[config.mk]
export PLATFORM = sky130hd
export DESIGN_NAME = mem_stage_flat
export DESIGN_NICKNAME = d
export VERILOG_FILES = /design/src/rtl/mem_stage_if.sv /design/src/rtl/mem_stage.sv /design/src/flat_wrapper.sv
export SDC_FILE = /design/constraint.sdc
export NUM_CORES = 1
export LEC_CHECK = 0
export CORE_AREA = 3 3 189 191
export CTS_CLUSTER_SIZE = 30
export DETAILED_ROUTE_END_ITERATION = 10
export DIE_AREA = 0 0 192 194
export GPL_TIMING_DRIVEN = 1
export PLACE_DENSITY = 0.66
export SLEW_MARGIN = 15
export SYNTH_ARGS = -nofsm -noshare
export SYNTH_HDL_FRONTEND = slang
export SYNTH_SLANG_ARGS = --single-unit
[constraint.sdc]
create_clock -name clk -period 5.56 [get_ports clk]
set_input_delay 1.668 -clock clk [delete_from_list [all_inputs] [get_ports clk]]
set_output_delay 1.668 -clock clk [all_outputs]
set_load 0.01 [all_outputs]
[src/rtl/mem_stage_if.sv]
// Bundle types for the memory stage and its port interface.
// The stage takes the master view; execute, writeback and memory take the slave view.
package mem_stage_pkg;
  typedef struct packed {
    logic [31:0] pc;
    logic [31:0] instr;
    logic [31:0] pc_4;
    logic        reg_wen;
    logic [1:0]  reg_wb_sel;
    logic [2:0]  mem_op;
    logic        mem_wen;
    logic        mem_ren;
    logic [4:0]  reg_waddr;
    logic [31:0] alu_out;
    logic [31:0] rs2;
    logic        branch_taken;
  } exe_mem_t;

  typedef struct packed {
    logic [31:0] pc;
    logic [31:0] instr;
    logic [31:0] pc_4;
    logic        reg_wen;
    logic [1:0]  reg_wb_sel;
    logic [4:0]  reg_waddr;
    logic [31:0] alu_out;
    logic [31:0] load_data;
  } mem_wb_t;

  localparam int EXE_MEM_BUS_WIDTH = $bits(exe_mem_t);
  localparam int MEM_WB_BUS_WIDTH  = $bits(mem_wb_t);
endpackage

interface mem_stage_if;
  import mem_stage_pkg::*;
  logic [EXE_MEM_BUS_WIDTH-1:0] exe_mem_bus;
  logic                         s_valid;
  logic                         s_ready;
  logic                         m_valid;
  logic                         m_ready;
  logic                         mem_req_valid;
  logic                         mem_req_ready;
  logic [31:0]                  mem_req_addr;
  logic [31:0]                  mem_req_wdata;
  logic                         mem_req_wen;
  logic [3:0]                   mem_req_wmask;
  logic                         mem_resp_valid;
  logic [31:0]                  mem_resp_rdata;
  logic [MEM_WB_BUS_WIDTH-1:0]  mem_wb_bus;
  logic [31:0]                  exe_mem_reg_alu_out;
  logic [4:0]                   exe_mem_reg_waddr;
  logic                         exe_mem_reg_wen;
  logic                         exe_mem_reg_mem_ren;

  modport master (
    input  exe_mem_bus, s_valid, m_ready,
    input  mem_req_ready, mem_resp_valid, mem_resp_rdata,
    output s_ready, m_valid, mem_wb_bus,
    output mem_req_valid, mem_req_addr, mem_req_wdata,
    output mem_req_wen, mem_req_wmask,
    output exe_mem_reg_alu_out, exe_mem_reg_waddr,
    output exe_mem_reg_wen, exe_mem_reg_mem_ren
  );

  modport slave (
    output exe_mem_bus, s_valid, m_ready,
    output mem_req_ready, mem_resp_valid, mem_resp_rdata,
    input  s_ready, m_valid, mem_wb_bus,
    input  mem_req_valid, mem_req_addr, mem_req_wdata,
    input  mem_req_wen, mem_req_wmask,
    input  exe_mem_reg_alu_out, exe_mem_reg_waddr,
    input  exe_mem_reg_wen, exe_mem_reg_mem_ren
  );
endinterface

[src/rtl/mem_stage.sv]
// Memory pipeline stage: one outstanding data-memory access,
// byte/half/word load extraction and store lane steering.
module mem_stage
  import mem_stage_pkg::*;
#(
  parameter int DATA_WIDTH = 32
) (
  input logic         clk,
  input logic         rst,
  mem_stage_if.master io
);
  typedef enum logic [1:0] {IDLE, REQ, WAIT, DONE} state_e;

  state_e                state_q, state_d;
  logic                  pipe_valid_q;
  exe_mem_t              ent_q, ent_in;
  logic [DATA_WIDTH-1:0] rdata_q, rdata_d;
  logic                  in_mem, is_mem;
  logic                  ready_go, s_ready, capture;
  logic                  is_b, is_h, sx;
  logic [1:0]            a;
  logic [7:0]            byte_v;
  logic [15:0]           half_v;
  logic [31:0]           load_data, wdata;
  logic [3:0]            wmask;
  mem_wb_t               wb;
  logic                  unused_bt;

  assign ent_in   = exe_mem_t'(io.exe_mem_bus);
  assign in_mem   = ent_in.mem_ren | ent_in.mem_wen;
  assign is_mem   = ent_q.mem_ren | ent_q.mem_wen;
  assign ready_go = ~is_mem | (state_q == DONE);
  assign s_ready  = ~pipe_valid_q | (io.m_ready & ready_go);
  assign capture  = io.s_valid & s_ready;

  always_comb begin
    state_d = state_q;
    rdata_d = rdata_q;
    unique case (state_q)
      IDLE: if (capture && in_mem) state_d = REQ;
      REQ:  if (io.mem_req_ready) state_d = WAIT;
      WAIT: if (io.mem_resp_valid) begin
        state_d = DONE;
        rdata_d = io.mem_resp_rdata;
      end
      DONE: if (io.m_ready) begin
        state_d = (capture && in_mem) ? REQ : IDLE;
      end
    endcase
  end

  always_ff @(posedge clk) begin
    if (rst) begin
      state_q      <= IDLE;
      pipe_valid_q <= 1'b0;
      ent_q        <= '0;
      rdata_q      <= '0;
    end else begin
      state_q <= state_d;
      rdata_q <= rdata_d;
      if (s_ready) pipe_valid_q <= io.s_valid;
      if (capture) ent_q <= ent_in;
    end
  end

  assign a      = ent_q.alu_out[1:0];
  assign is_b   = ent_q.mem_op[1:0] == 2'b00;
  assign is_h   = ent_q.mem_op[1:0] == 2'b01;
  assign sx     = ~ent_q.mem_op[2];
  assign byte_v = rdata_q[{a, 3'b000} +: 8];
  assign half_v = a[1] ? rdata_q[31:16] : rdata_q[15:0];

  // Halfwords steer on alu_out[1] only; misalignment is not trapped.
  always_comb begin
    load_data = rdata_q[31:0];
    wmask     = 4'b1111;
    wdata     = ent_q.rs2;
    unique case (1'b1)
      is_b: begin
        load_data = {{24{sx & byte_v[7]}}, byte_v};
        wmask     = 4'b0001 << a;
        wdata     = {4{ent_q.rs2[7:0]}};
      end
      is_h: begin
        load_data = {{16{sx & half_v[15]}}, half_v};
        wmask     = a[1] ? 4'b1100 : 4'b0011;
        wdata     = {2{ent_q.rs2[15:0]}};
      end
      default: ;
    endcase
    if (!ent_q.mem_ren) load_data = '0;
    if (!ent_q.mem_wen) wmask = '0;
  end

  assign wb = {ent_q.pc, ent_q.instr, ent_q.pc_4,
               ent_q.reg_wen, ent_q.reg_wb_sel,
               ent_q.reg_waddr, ent_q.alu_out, load_data};
  assign unused_bt = ent_q.branch_taken;

  assign io.s_ready       = s_ready;
  assign io.m_valid       = pipe_valid_q & ready_go;
  assign io.mem_wb_bus    = wb;
  assign io.mem_req_valid = pipe_valid_q & (state_q == REQ);
  assign io.mem_req_addr  = {ent_q.alu_out[31:2], 2'b00};
  assign io.mem_req_wdata = wdata;
  assign io.mem_req_wen   = ent_q.mem_wen;
  assign io.mem_req_wmask = wmask;

  assign io.exe_mem_reg_alu_out = pipe_valid_q ? ent_q.alu_out : '0;
  assign io.exe_mem_reg_waddr   = pipe_valid_q ? ent_q.reg_waddr : '0;
  assign io.exe_mem_reg_wen     = pipe_valid_q & ent_q.reg_wen;
  assign io.exe_mem_reg_mem_ren = pipe_valid_q & ent_q.mem_ren;
endmodule

[src/flat_wrapper.sv]
// flat-port wrapper written by rule: the top's interface ports become plain ports
module mem_stage_flat import mem_stage_pkg::*;
#(
  parameter int DATA_WIDTH = 32
)
  (clk, rst, io_exe_mem_bus, io_s_valid, io_m_ready, io_mem_req_ready, io_mem_resp_valid, io_mem_resp_rdata, io_s_ready, io_m_valid, io_mem_wb_bus, io_mem_req_valid, io_mem_req_addr, io_mem_req_wdata, io_mem_req_wen, io_mem_req_wmask, io_exe_mem_reg_alu_out, io_exe_mem_reg_waddr, io_exe_mem_reg_wen, io_exe_mem_reg_mem_ren);
  mem_stage_if io_i ();
  input logic clk;
  input logic rst;
  input wire logic [$bits(io_i.exe_mem_bus)-1:0] io_exe_mem_bus;
  input wire logic [$bits(io_i.s_valid)-1:0] io_s_valid;
  input wire logic [$bits(io_i.m_ready)-1:0] io_m_ready;
  input wire logic [$bits(io_i.mem_req_ready)-1:0] io_mem_req_ready;
  input wire logic [$bits(io_i.mem_resp_valid)-1:0] io_mem_resp_valid;
  input wire logic [$bits(io_i.mem_resp_rdata)-1:0] io_mem_resp_rdata;
  output wire logic [$bits(io_i.s_ready)-1:0] io_s_ready;
  output wire logic [$bits(io_i.m_valid)-1:0] io_m_valid;
  output wire logic [$bits(io_i.mem_wb_bus)-1:0] io_mem_wb_bus;
  output wire logic [$bits(io_i.mem_req_valid)-1:0] io_mem_req_valid;
  output wire logic [$bits(io_i.mem_req_addr)-1:0] io_mem_req_addr;
  output wire logic [$bits(io_i.mem_req_wdata)-1:0] io_mem_req_wdata;
  output wire logic [$bits(io_i.mem_req_wen)-1:0] io_mem_req_wen;
  output wire logic [$bits(io_i.mem_req_wmask)-1:0] io_mem_req_wmask;
  output wire logic [$bits(io_i.exe_mem_reg_alu_out)-1:0] io_exe_mem_reg_alu_out;
  output wire logic [$bits(io_i.exe_mem_reg_waddr)-1:0] io_exe_mem_reg_waddr;
  output wire logic [$bits(io_i.exe_mem_reg_wen)-1:0] io_exe_mem_reg_wen;
  output wire logic [$bits(io_i.exe_mem_reg_mem_ren)-1:0] io_exe_mem_reg_mem_ren;
  assign io_i.exe_mem_bus = io_exe_mem_bus;
  assign io_i.s_valid = io_s_valid;
  assign io_i.m_ready = io_m_ready;
  assign io_i.mem_req_ready = io_mem_req_ready;
  assign io_i.mem_resp_valid = io_mem_resp_valid;
  assign io_i.mem_resp_rdata = io_mem_resp_rdata;
  assign io_s_ready = io_i.s_ready;
  assign io_m_valid = io_i.m_valid;
  assign io_mem_wb_bus = io_i.mem_wb_bus;
  assign io_mem_req_valid = io_i.mem_req_valid;
  assign io_mem_req_addr = io_i.mem_req_addr;
  assign io_mem_req_wdata = io_i.mem_req_wdata;
  assign io_mem_req_wen = io_i.mem_req_wen;
  assign io_mem_req_wmask = io_i.mem_req_wmask;
  assign io_exe_mem_reg_alu_out = io_i.exe_mem_reg_alu_out;
  assign io_exe_mem_reg_waddr = io_i.exe_mem_reg_waddr;
  assign io_exe_mem_reg_wen = io_i.exe_mem_reg_wen;
  assign io_exe_mem_reg_mem_ren = io_i.exe_mem_reg_mem_ren;
  mem_stage #(.DATA_WIDTH(DATA_WIDTH)) u_core (.clk(clk), .rst(rst), .io(io_i));
endmodule
# Yosys cells after proc, flatten, opt, wreduce, memory -nomap -nowiden
# Cells that the tools add are included.
[totals]
reg_bits = 208
in_bits = 212
output_inout_bits = 279
elab_cells = 59
[op_classes]
n_eq_ne = 8
shift = 2
mux = 15
bitwise_logic = 15
n_reduce_logical = 5
[op_table]
columns = ["operator", "n"]
rows = [
  ["$pmux W32 S2", 2],
  ["$mux W32", 2],
  ["$shiftx A32 B6 Y8", 1],
  ["$mux W16", 1],
  ["$and A1 B1 Y1", 8],
  ["$mux W2", 4],
  ["$mux W4", 2],
  ["$pmux W2 S4", 1],
  ["$pmux W4 S2", 1],
  ["$ne A2 B2 Y1 const B", 3],
  ["$mux W5", 1],
  ["$eq A2 B1 Y1 const B", 2],
  ["$eq A2 B2 Y1 const B", 2],
  ["$logic_not A2 Y1", 2],
  ["$or A1 B1 Y1", 4],
  ["$reduce_and A4 Y1", 1],
  ["$shl A1 B2 Y4 const A", 1],
  ["$not A1 Y1", 3],
  ["$ne A2 B1 Y1 const B", 1],
  ["$reduce_and A2 Y1", 1],
  ["$logic_and A1 B1 Y1", 1],
  ["$mux W1", 1],
]

# Longest topological paths before layout
# Gate-level depths: netlist of run 1.
[depth]
depth_word = 10
mapped_depth = 7
mapped_depth_nobuf = 6

# Worst setup path before layout of run 1
# OpenSTA, ideal clock, no wires.
[synth_timing]
kind = "input port to output port"
start = "input port io_m_ready"
end = "output port io_s_ready"
arrival_time_ps = 1815
slack_ps = 2077
stages = 2
cell_sequence = "nand2_1 > nand2_1"
[synth_via]
elab_chain_cells = 2
[synth_rtl]
columns = ["element", "line", "text"]
rows = [
  ["start: declaration", "flat_wrapper.sv:12", "input wire logic [$bits(io_i.m_ready)-1:0] io_m_ready;"],
  ["$and A1 B1 Y1", "mem_stage.sv:33", "assign s_ready = ~pipe_valid_q | (io.m_ready & ready_go);"],
  ["$or A1 B1 Y1", "mem_stage.sv:33", ""],
  ["end: declaration", "flat_wrapper.sv:16", "output wire logic [$bits(io_i.s_ready)-1:0] io_s_ready;"],
]
# No other way between the ends.

# Worst setup path after layout of run 1
[layout_timing]
start = "register u_core.ent_q, in the netlist u_core.io.mem_wb_bus[33]"
end = "output port io_mem_wb_bus[23]"
[layout_via]
elab_chain_cells = 4
word_cells_on_any_way = 6
[layout_rtl]
columns = ["element", "line", "text"]
rows = [
  ["start: declaration", "mem_stage.sv:16", "exe_mem_t ent_q, ent_in;"],
  ["start signal: assignment", "mem_stage.sv:62", "if (capture) ent_q <= ent_in;"],
  ["$shiftx A32 B6 Y8 / $mux W16 (equally long branches)", "mem_stage.sv:70, mem_stage.sv:71", ""],
  ["$and A1 B1 Y1, on equally long branches", "mem_stage.sv:80, mem_stage.sv:85", ""],
  ["$pmux W32 S2 *", "mem_stage.sv:78", "unique case (1'b1)"],
  ["$mux W32 *", "mem_stage.sv:91", "if (!ent_q.mem_ren) load_data = '0;"],
  ["end: declaration", "flat_wrapper.sv:18", "output wire logic [$bits(io_i.mem_wb_bus)-1:0] io_mem_wb_bus;"],
]
# Every way passes the cells marked *; elsewhere a longest branch is shown, timed or not.

==> results of run 1 <==
## metal layers
layer / global-route usage [%] / vias to the layer above / wire length, um
met1: 20.4 / 4252 / 13600
met2: 29.7 / 418 / 16600
met3: 5.79 / 65 / 3590
li1: - / 4581 / -
met5: 0 / - / 0
met4: 5.99 / 0 / 1220
## metrics by stage
step,utilization [%],cells,total power (W)
2_1_floorplan,-,1312,0.00228
3_3_place_gp,40.3,1999,0.00269
3_5_place_dp,40.3,1999,0.00271
4_1_cts,42.8,2045,0.00444
5_1_grt,42.8,2046,0.00458
6_report,42.8,2046,0.00437
## critical path: cells and delay by family, from the launching register on
kind                   cells  cell delay, ps
AO/OA/AOI/OAI              3             750
buffers and inverters      1             510
flip-flops                 1            1040
multiplexers               1             440
## worst max-delay path by stage
stage	end	slack, ps	cells past startpoint	from
2_1_floorplan	io_s_ready	2080	2	io_m_ready
3_3_place_gp	io_s_ready	790	4	io_m_ready
3_5_place_dp	io_s_ready	780	4	io_m_ready
4_1_cts	io_mem_wb_bus[23]	630	5	u_core.io.mem_wb_bus[33]
5_1_grt	io_mem_wb_bus[23]	520	5	u_core.io.mem_wb_bus[33]
6_report	io_mem_wb_bus[23]	630	5	u_core.io.mem_wb_bus[33]
## power by group through the flow
stage / combinational [W] / sequential (W) / clock [W]
6_report: 0.000954 / 0.00172 / 0.00169
3_5_place_dp: 0.000961 / 0.00175 / 0
3_3_place_gp: 0.000948 / 0.00174 / 0
2_1_floorplan: 0.000575 / 0.00171 / 0
5_1_grt: 0.00104 / 0.00174 / 0.00180
4_1_cts: 0.000965 / 0.00172 / 0.00176
## sequential cells by signal, summed over array words and instances (netlist names)
name	flops
u_core.ent_q	36
u_core.io.mem_req_addr	30
u_core.io.mem_req_wen	1
u_core.io.mem_wb_bus	106
u_core.pipe_valid_q	1
u_core.rdata_q	32
u_core.state_q	2
## cells by family after synthesis
kind of cell / count (synthesis)
buffers and inverters: 287
other: 1
flip-flops: 208
AO/OA/AOI/OAI: 295
multiplexers: 33
adder cells (fa/ha/maj): 5
AND/OR/NAND/NOR: 482
## area by class of cell
type	instances	area, um^2
timing repair buffer	496	4990
tap	455	569
clock inverter	6	90.1
clock buffer	40	772
antenna	1	2.50
inverter	23	86.3
fill	3422	19600
sequential	208	4170
multi-input combinational	817	4010
## placed cells by master (no fill, tap or decap), drive strengths merged, types with 2 or more instances in the layout
cell           synthesis  routed
mux2i                 15      15
and2                  42      42
dfxtp                208     208
bufinv                 0       2
a21boi                 8       8
ha                     5       5
nand2b                 2       2
inv                   23      24
and3                   2       2
a21oi                228     228
nand2                425     425
o21ai                 23      23
clkbuf                66      40
o221ai                 2       2
conb                   1       2
a221oi                 7       7
clkinv                 0       2
o22ai                  8       8
mux2                  17      17
clkdlybuf4s50          0     486
buf                  198      10
nor3                   2       2
nor2                   6       6
o221a                  2       2
a22oi                  7       7
nand3                  2       2
o21a                   3       3
==> flow_summary.json, run 1 <==
{
  "run_status": "finished clean",
  "muxShareOfSynthArea_pct": 3.67,
  "clock_power_share_pct": 38.8,
  "critical_path_class": "register to output pin",
  "end_kind": "output pin",
  "timing.setup.tns_ps": 0,
  "via_per_inst": 4.55,
  "p_int_w": 0.00315,
  "maxSlewHeadroom_pct": 23.3,
  "cts_buffer_depth": 3,
  "hold_slack_ps": 452,
  "rsz0062_at_grt": "no",
  "placed_area_mm2": 0.0138,
  "switching_share_pct": 27.9,
  "tightest_slew_ps": 1150,
  "dpl.hpwl_mm": 25.1,
  "synth_edf_count": 0,
  "switchingPower_w": 0.00122,
  "cp_data_required_time_ps": 3890,
  "synth_seq_cells": 208,
  "core_mm2": 0.0343,
  "cp.arrival_ps": 3260,
  "synth_largest_area_cell": "dfxtp_1",
  "syn2layout_area_growth_pct": 48.1,
  "synthAdderAreaFrac_pct": 0.631,
  "grt_max_degree": 116,
  "cp_max_fo": 27,
  "max_stage_delay_ps": 1040,
  "grt_antenna_before_repair": 3,
  "cts_made_buffers": 25,
  "yosys_most_used_dff": "dfxtp_1",
  "synthMostInstantiatedCell": "nand2_1",
  "ys_top_cells_by_count": "nand2_1, a21oi_1, dfxtp_1",
  "slowest_stage": "dfxtp_1",
  "port_buffers": 487,
  "drv_cap": 0,
  "p_seq_share_pct": 39.4,
  "cts.reportedPaths.clkPinSlew_ps": 60,
  "cp_cell_sequence": "mux2_2 -> a31o_2 -> o21ai_4 -> a21oi_1 -> clkdlybuf4s50_1",
  "timing.rr.end": "u_core.io.mem_wb_bus[90]",
  "via_count": 9316,
  "wl_mm": 34.9,
  "async_reset_ff_share_pct": 0,
  "grt_pass1_wl_mm": 51.9,
  "hold_path.startpoint": "u_core.io.mem_wb_bus[76]",
  "fin_worst_skew_ps": 23.6,
  "ir_drop_mv": 0.270,
  "first_iter_violations": 490,
  "grt_overflow": 0,
  "ys.warnings.count": 0,
  "synth_top_family_by_area": "simple AND/OR/NAND/NOR gates",
  "syn_area_per_cell_um2": 7.56,
  "cts_tree": "built",
  "post_cts_resized": 0,
  "die_w_um": 192,
  "layout_setup_ws_ps": 629,
  "holdPathEnd": "u_core.io.mem_wb_bus[76]",
  "holdPathStages": 2,
  "die-height_um": 194,
  "nNetsFinal": 1788,
  "routabilityCongestion": 0.850,
  "synth_area_leaders": "dfxtp_1, nand2_1, buf_4, a21oi_1, and2_1",
  "synth_xor_area_share_pct": 0,
  "p_per_area_mw_per_mm2": 297,
  "min_period_ps": 4930,
  "cts_num_sinks": 208,
  "rows": 68,
  "hold_viol_final": 0,
  "die_area_mm2": 0.0372,
  "clk_latency_ps": 530,
  "synth_area_mm2": 0.00991,
  "yosysUniqueCellTypes": 40,
  "reg2reg_depth": 5,
  "postCtsHoldBufs": 0,
  "cp-start-kind": "register",
  "io-pin-count": 491,
  "initial_core_util_pct": 28.9,
  "synth_compound_area_share_pct": 16.3,
  "hold_path_class": "register to register",
  "grt_pass1_vias": 8857,
  "max_freq_ghz": 0.203,
  "netlist_instances": 1311,
  "finalMaxSlewViolations": 0,
  "drive_gt1_share_pct": 4.97,
  "synth.yosys.seq_area_share_pct": 42.0,
  "firstDrtPassIters": 5,
  "ff2ff_setup_slack_ps": 3030,
  "h-tree-depth": 1,
  "pre_cts_slack_ps": 782,
  "leakagePower_nw": 5.30,
  "fin_crit_sh_pct": 88.7,
  "cts_setup_buffers": 0,
  "yosys.area.top_type_share_pct": 42.0,
  "track_usage_pct": 17.4,
  "drc": 0,
  "cts_root_buf": "clkbuf_16",
  "final_area_mm2": 0.0147,
  "combinationalPowerShare_pct": 21.8,
  "postRouteAntennaNets": 0,
  "setup_viol": 0,
  "wl_per_cell_um": 17.1,
  "reg2reg_from": "u_core.ent_q[70]",
  "yosys.area_share.simple_pct": 19.5
}
(Power assumes the default switching activity.)
==> inputs of run 2 (changes only) <==
Settings changed: CELL_PAD_IN_SITES_DETAIL_PLACEMENT set to 0, CELL_PAD_IN_SITES_GLOBAL_PLACEMENT set to 1, CORE_AREA 3 3 189 191 to 3 3 192 194, DIE_AREA 0 0 192 194 to 0 0 195 197, PLACE_DENSITY 0.66 to 0.86, SETUP_SLACK_MARGIN set to 0.1.
==> run 2 against run 1 <==
Net effect:
- sequential power is essentially flat
- power increased by 1.5%
- first-iteration DRC count fell by 19%
- final cell count up 0.29%
- cell area up 0.31%
- count of clock-buffer cells in the layout fell by 5
==> flow_summary.json, run 2 (synthesis gave the netlist of run 1 again) <==
{
  "h-tree-depth": 1,
  "setup_viol": 0,
  "grt_max_degree": 120,
  "die-height_um": 197,
  "cts_made_buffers": 26,
  "cts_setup_buffers": 0,
  "drc": 0,
  "grt_pass1_vias": 8914,
  "max_stage_delay_ps": 650,
  "slowest_stage": "dfxtp_2",
  "wl_mm": 34.7,
  "layout_setup_ws_ps": 637,
  "postCtsHoldBufs": 0,
  "drive_gt1_share_pct": 5.22,
  "cp_max_fo": 26,
  "timing.setup.tns_ps": 0,
  "fin_worst_skew_ps": 4.98,
  "postRouteAntennaNets": 0,
  "cts_root_buf": "clkbuf_16",
  "cp.buffers_inverters": 3,
  "post_cts_resized": 0,
  "layout_common_cells": "clkdlybuf4s50_1, nand2_1, a21oi_1",
  "die_area_mm2": 0.0384,
  "first_iter_violations": 398,
  "hold_slack_ps": 451,
  "end_kind": "output pin",
  "crit_family": "buffers and inverters",
  "initial_core_util_pct": 28.0,
  "leakagePower_nw": 5.33,
  "layout_commonest_cell": "clkdlybuf4s50_1",
  "finalNonFillerCells": 2052,
  "maxSlewHeadroom_pct": 22.3,
  "ir_drop_mv": 0.225,
  "cts_num_sinks": 208,
  "nNetsFinal": 1790,
  "firstDrtPassIters": 5,
  "clk_latency_ps": 530,
  "die_w_um": 195,
  "cp_data_required_time_ps": 3890,
  "port_buffers": 487,
  "cts_tree": "built",
  "cts.reportedPaths.clkPinSlew_ps": 50,
  "routabilityCongestion": 0.877,
  "via_per_inst": 4.55,
  "min_period_ps": 4920,
  "syn2layout_area_growth_pct": 48.6,
  "cp_cell_sequence": "buf_4 -> inv_1 -> o21ai_1 -> a22oi_1 -> a21boi_0 -> clkdlybuf4s50_1",
  "antenna_cells": 0,
  "pre_cts_slack_ps": 811,
  "ff_latch_area_mm2": 0.00417,
  "grt_antenna_before_repair": 4,
  "final_area_mm2": 0.0147,
  "cp.arrival_ps": 3250,
  "io-pin-count": 491,
  "rsz0062_at_grt": "no",
  "hold_viol_final": 0,
  "max_freq_ghz": 0.203,
  "critical_path_class": "register to output pin",
  "core_mm2": 0.0354,
  "multi_input_area_mm2": 0.00400,
  "track_usage_pct": 16.6,
  "largest_reg_flops": 106,
  "cts_buffer_depth": 3,
  "fillCellCount": 3567,
  "finalMaxSlewViolations": 0,
  "via_count": 9331,
  "rows": 69,
  "dpl.hpwl_mm": 24.6,
  "hold_path_class": "register to register",
  "drv_cap": 0,
  "placed_area_mm2": 0.0138,
  "dp_cells": 2006,
  "grt_pass1_wl_mm": 51.6,
  "cp-start-kind": "register",
  "grt_overflow": 0,
  "run_status": "finished clean",
  "p_per_area_mw_per_mm2": 301,
  "wl_per_cell_um": 16.9,
  "fin_crit_sh_pct": 88.5,
  "tightest_slew_ps": 1160
}
-- run 2: changes by cell type in the layout (fill, tap and decap cells not counted), moves of 2 or more --
cell / previous run / this run
clkbuf_8: 9 / 5
clkinv_2: 1 / 5
clkbuf_1: 6 / 3
clkbuf_16: 25 / 27
-- run 2: worst paths after layout --
path,cells after the start,slack (ps),startpoint,to
setup / recovery,6,640,u_core.ent_q[73],io_mem_wb_bus[12]
hold / removal,2,450,u_core.io.mem_wb_bus[154],u_core.io.mem_wb_bus[154]
setup reg to reg,5,2930,u_core.pipe_valid_q,u_core.io.mem_wb_bus[139]
hold reg to reg,2,450,u_core.io.mem_wb_bus[154],u_core.io.mem_wb_bus[154]
-- run 2: final cells by class --
cell class / count / area share [%]
Multi-Input combinational cell: 817 / 27.2
Timing Repair Buffer: 497 / 34.0
Tap cell: 461 / 3.92
Inverter: 23 / 0.586
Clock buffer: 35 / 5.13
Clock inverter: 11 / 0.943
Sequential cell: 208 / 28.3
-- run 2: power by group --
part,switching (W),internal [W]
clock,0.000673,0.00109
sequential,0.000114,0.00161
combinational,0.000450,0.000496
-- run 2: routing by layer --
layer	vias up	share of wire (%)	GRT usage (%)
met2	397	47	27.6
li1	4596	-	-
met4	8	4.1	6.73
met1	4254	41	20.5
met3	76	8.1	4.56
met5	-	0.13	0
-- run 2: through the flow --
stage / total power (W) / util [%]
global route: 0.00465 / 41.6
detailed placement: 0.00271 / 39.1
CTS: 0.00450 / 41.6
global placement: 0.00269 / 39.1
finish: 0.00443 / 41.6
floorplan: 0.00228 / -
-- run 2: tightest hold or removal path, cell delays in order (launching register included) --
cell,delay [ps]
dfxtp_1,300
nand2_1,50
a21oi_1,50
